===== src/rtl/imm_gen_pipe.sv =====
// RISC-V immediate generator for decode: decodes I/S/B/U/J immediates at accept
// time into a small in-order FIFO, with decode flush and a saturating bad-opcode count.
module imm_gen_pipe #(
    parameter int XLEN  = 64,
    parameter int DEPTH = 2,
    parameter int CNT_W = 8
) (
    input  logic             clk,
    input  logic             reset,
    input  logic             in_valid,
    output logic             in_ready,
    input  logic [31:0]      in_instr,
    input  logic             flush,
    output logic             out_valid,
    input  logic             out_ready,
    output logic [XLEN-1:0]  out_imm,
    output logic [2:0]       out_fmt,
    output logic [CNT_W-1:0] bad_cnt
);

    localparam int AW = $clog2(DEPTH);

    localparam logic [6:0] OP_LOAD   = 7'b0000011;
    localparam logic [6:0] OP_IMM    = 7'b0010011;
    localparam logic [6:0] OP_JALR   = 7'b1100111;
    localparam logic [6:0] OP_STORE  = 7'b0100011;
    localparam logic [6:0] OP_BRANCH = 7'b1100011;
    localparam logic [6:0] OP_LUI    = 7'b0110111;
    localparam logic [6:0] OP_AUIPC  = 7'b0010111;
    localparam logic [6:0] OP_JAL    = 7'b1101111;
    localparam logic [6:0] OP_REG    = 7'b0110011;

    localparam logic [2:0] FMT_NONE = 3'd0;
    localparam logic [2:0] FMT_I    = 3'd1;
    localparam logic [2:0] FMT_S    = 3'd2;
    localparam logic [2:0] FMT_B    = 3'd3;
    localparam logic [2:0] FMT_U    = 3'd4;
    localparam logic [2:0] FMT_J    = 3'd5;

    logic [AW-1:0]    r_wr_ptr;
    logic [AW-1:0]    r_rd_ptr;
    logic [AW:0]      r_count;
    logic [CNT_W-1:0] r_bad_cnt;
    logic [XLEN-1:0]  r_imm_mem [DEPTH];
    logic [2:0]       r_fmt_mem [DEPTH];

    logic [31:0]      w_imm32;
    logic [XLEN-1:0]  w_imm;
    logic [2:0]       w_fmt;
    logic             w_bad;
    logic             w_full;
    logic             w_push;
    logic             w_pop;

    always_comb begin
        w_imm32 = '0;
        w_fmt   = FMT_NONE;
        w_bad   = 1'b0;
        case (in_instr[6:0])
            OP_LOAD, OP_IMM, OP_JALR: begin
                w_imm32 = {{20{in_instr[31]}}, in_instr[31:20]};
                w_fmt   = FMT_I;
            end
            OP_STORE: begin
                w_imm32 = {{20{in_instr[31]}}, in_instr[31:25], in_instr[11:7]};
                w_fmt   = FMT_S;
            end
            OP_BRANCH: begin
                w_imm32 = {{19{in_instr[31]}}, in_instr[31], in_instr[7],
                           in_instr[30:25], in_instr[11:8], 1'b0};
                w_fmt   = FMT_B;
            end
            OP_LUI, OP_AUIPC: begin
                w_imm32 = {in_instr[31:12], 12'b0};
                w_fmt   = FMT_U;
            end
            OP_JAL: begin
                w_imm32 = {{11{in_instr[31]}}, in_instr[31], in_instr[19:12],
                           in_instr[20], in_instr[30:21], 1'b0};
                w_fmt   = FMT_J;
            end
            OP_REG:  w_fmt = FMT_NONE;
            default: w_bad = 1'b1;
        endcase
    end

    // Bit 31 of the 32-bit immediate is always instr[31], so a signed widen is exact.
    assign w_imm = XLEN'($signed(w_imm32));

    assign w_full    = (r_count == (AW+1)'(DEPTH));
    assign in_ready  = !w_full && !reset;
    assign out_valid = (r_count != '0);
    assign w_push    = in_valid && in_ready && !flush;
    assign w_pop     = out_valid && out_ready && !flush;

    assign out_imm = out_valid ? r_imm_mem[r_rd_ptr] : '0;
    assign out_fmt = out_valid ? r_fmt_mem[r_rd_ptr] : FMT_NONE;
    assign bad_cnt = r_bad_cnt;

    always_ff @(posedge clk or posedge reset) begin
        if (reset) begin
            r_wr_ptr <= '0;
            r_rd_ptr <= '0;
            r_count  <= '0;
        end else if (flush) begin
            r_wr_ptr <= '0;
            r_rd_ptr <= '0;
            r_count  <= '0;
        end else begin
            if (w_push) r_wr_ptr <= r_wr_ptr + AW'(1);
            if (w_pop)  r_rd_ptr <= r_rd_ptr + AW'(1);
            case ({w_push, w_pop})
                2'b10:   r_count <= r_count + (AW+1)'(1);
                2'b01:   r_count <= r_count - (AW+1)'(1);
                default: r_count <= r_count;
            endcase
        end
    end

    always_ff @(posedge clk or posedge reset) begin
        if (reset) begin
            r_bad_cnt <= '0;
        end else if (w_push && w_bad && (r_bad_cnt != '1)) begin
            r_bad_cnt <= r_bad_cnt + CNT_W'(1);
        end
    end

    always_ff @(posedge clk) begin
        if (w_push) begin
            r_imm_mem[r_wr_ptr] <= w_imm;
            r_fmt_mem[r_wr_ptr] <= w_fmt;
        end
    end

endmodule

===== config.mk =====
export PLATFORM = sky130hd
export DESIGN_NAME = imm_gen_pipe
export DESIGN_NICKNAME = d
export VERILOG_FILES = /design/src/rtl/imm_gen_pipe.sv
export SDC_FILE = /design/constraint.sdc
export NUM_CORES = 1
export LEC_CHECK = 0
export BUFFER_PORTS_ARGS = -buffer_cell sky130_fd_sc_hd__buf_4
export CORE_UTILIZATION = 50
export CTS_CLUSTER_DIAMETER = 150
export DETAILED_ROUTE_END_ITERATION = 8
export PLACE_DENSITY = 0.78
export REMOVE_ABC_BUFFERS = 1
export SLEW_MARGIN = 40
export SYNTH_ARGS = -nofsm -noshare
export SYNTH_HDL_FRONTEND = slang
export SYNTH_SLANG_ARGS = --single-unit

===== constraint.sdc =====
create_clock -name clk -period 3.4 [get_ports clk]
set_clock_uncertainty 0.1 [all_clocks]
set_input_delay 0.68 -clock clk [delete_from_list [all_inputs] [get_ports clk]]
set_output_delay 0.68 -clock clk [all_outputs]
set_load 0.02 [all_outputs]

==> flow_summary.ini <==
[pwr]
p_leak_nw = 2.13
p_per_area_mw_per_mm2 = 437
ir_drop_mv = 0.288

[clock_tree]
path_clk_slew_ns = 0.08
insertion_delay_ns = 0.35
cts_root_buffer = clkbuf_8
htree_num_levels = 3
post_cts_buffers = 0
cts_resized = 0
cts.sinks = 82
cts_max_path_buffers = 2
cts_tree = built
cts_buffers = 9
ctsHoldBuffers = 0

[synthesis]
syn_area_mm2 = 0.00396
yosys.area.top_type = edfxtp_1
yosysMostFrequentCell = edfxtp_1
ys_seq_area_share_pct = 60.7
ys_warn_count = 0
postSynth.asyncResetShare_pct = 14.6
synth_area_leaders = edfxtp_1, mux2i_1, dfrtp_1
synth_top_area_share_pct = 53.1
ys_types = 43
synth_edf_count = 70
ys.flop_type = edfxtp_1
synth_common_cells = edfxtp_1, nor2_1, mux2i_1
synthCells = 306
avgSynthCellArea_um2 = 12.9
ys_ff_latch = 82

[grt]
grt-ovfl-total = 0
grtUsageTotal_pct = 19.0
grt_pass1_wl_mm = 12.0
use_met1_pct = 24.3
gr-usage-met3_pct = 5.19
grt_max_degree = 34
antenna_found_initial = 0
busiest_layer = met2
met2_usage_pct = 31.4
grt_pass1_vias = 2514

[placement]
place.gp.congestion = 0.910
dp.final_hpwl_mm = 5.42
io_buffers = 113
placed_area_mm2 = 0.00477
dp_cells = 487

[floorplanning]
die_area_mm2 = 0.00828
dieWidth_um = 91.0
core_area_mm2 = 0.00769
fp.dieH_um = 91.0
initial_core_util_pct = 51.5
pin_count = 114
num_rows = 32

[worst_setup_path]
crit_arrival_ns = 1.85
start_kind = flip-flop
critPathMaxFanout = 15
path_class = reg -> out
reg2reg_slack_ns = 1.32
worstPathRequired_ns = 2.62
end_kind = output pin

[timing]
worst_pin_slew_ns = 0.615
setup_violations = 0
fmax_mhz = 380
finalHoldViolations = 0
slew_violations = 0
period_needed_ns = 2.63
relSlewSlack_pct = 59.0
period_share_pct = 77.4
rsz0062_at_grt = no

[final_layout]
final_area_mm2 = 0.00498
nFillCells = 595
layout-drive-gt1-share_pct = 38.4
diodes = 0
area_delta_synth_final_pct = 25.7
nets = 434
stdcell_count = 503

[detailed_routing]
drc = 0
dr.first_iter.drc_count = 94
post_drt_wl_per_cell_um = 14.9
totalWireLength_mm = 7.51
dr.pass1.iters = 4
antenna_left = 0
via_per_inst = 5.24
via_count = 2637

[min_path]
hold_path_class = in -> async

[run_status]
status = completed

[run]
maxCapViolations = 0
-- through the flow --
| step | hold WS, ns | setup WS (ns) | TNS (ns) | total power, W | utilization (%) |
|---|---|---|---|---|---|
| after floorplan | 0.435 | -6.98 | -230.29 | 0.00135 | - |
| after global placement | 0.401 | 0.764 | 0 | 0.00150 | 62.1 |
| after detailed placement | 0.401 | 0.646 | 0 | 0.00150 | 62.1 |
| after CTS | 0.256 | 0.736 | 0 | 0.00219 | 64.7 |
| after global routing | 0.265 | 0.601 | 0 | 0.00227 | 64.7 |
| final | 0.247 | 0.768 | 0 | 0.00218 | 64.7 |
-- area by class of cell --
type                    instances  area, um^2  area share, %
flip-flops and latches         82        2400           48.3
multi-input cells             179        1290           25.9
repair buffers                121         946           19.0
well taps                     102         128           2.56
clock buffers                   9         124           2.49
clock inverters                 7        76.3           1.53
inverters                       3        11.3          0.226
-- state kept, by name, summed over array words and instances (netlist names) --
| signal | cells |
|---|---|
| r_rd_ptr | 1 |
| r_fmt_mem | 6 |
| r_wr_ptr | 1 |
| r_count | 2 |
| r_imm_mem | 64 |
| bad_cnt | 8 |
-- worst max-delay path, cell delays in order, from the launching register on --
cell,delay [ns]
dfrtp_1,0.42
nor2_2,0.51
buf_4,0.32
nor2_1,0.09
buf_4,0.16
-- layer usage --
| metal | part of all wire, % | wire length (um) | vias to the layer above |
|---|---|---|---|
| met2 | 49 | 3710 | 111 |
| met1 | 42 | 3160 | 1252 |
| li1 | - | - | 1262 |
| met3 | 6.8 | 513 | 12 |
| met4 | 1.6 | 122 | 0 |
| met5 | 0 | 0 | - |
-- logic make-up (layout without fill, tap and decap cells) --
family	Yosys count	in the layout	synth area share, %
AO/OA/AOI/OAI	42	42	8.44
AND/OR/NAND/NOR	92	92	12.1
multiplexers	36	36	9.23
buffers and inverters	45	140	7.46
XOR/XNOR	8	8	1.77
flip-flops	82	82	60.7
adder cells (fa/ha/maj)	1	1	0.316
-- final timing paths --
kind,startpoint,to,cells past startpoint
max reg2reg,r_count[1],bad_cnt[1],5
min reg2reg,bad_cnt[6],bad_cnt[6],1
min,reset,bad_cnt[6],2
min in group clk,flush,r_count[0],2
max in group asynchronous,reset,r_rd_ptr,2
max,r_count[1],out_imm[20],4
-- cell usage in the layout, fill, tap and decap left out, types with 2 or more instances in the layout --
cell type  synthesis  layout
buf_4             32     118
edfxtp_1          70      70
nor2_1            44      39
mux2i_1           35      35
a21o_1            19      19
dfrtp_1           12      11
nor2b_1            9       9
clkbuf_8           0       9
nand2_1            8       8
xnor2_1            7       7
nor2_2             3       6
nand3_1            4       4
a22o_1             4       4
nor3_1             3       3
inv_1              3       3
o21ai_0            3       3
buf_12             0       3
and4_1             2       2
nand3b_1           2       2
and3_1             2       2
nand2b_1           2       2
nand4_1            2       2
nor3b_1            2       2
o21bai_1           2       2
a21oi_1            3       2
or3_1              2       2
a31oi_1            2       2
o31ai_1            2       2
nand4b_1           2       2
o31a_1             2       2
nor2_4             0       2
clkinv_4           0       2
inv_6              0       2
-- report_power, final --
| part | internal, W | total, W | switching, W |
|---|---|---|---|
| clock network | 0.000344 | 0.000695 | 0.000351 |
| registers | 0.00112 | 0.00117 | 0.0000463 |
| logic | 0.000149 | 0.000313 | 0.000164 |
No activity file was read; power rests on OpenSTA's default activity.
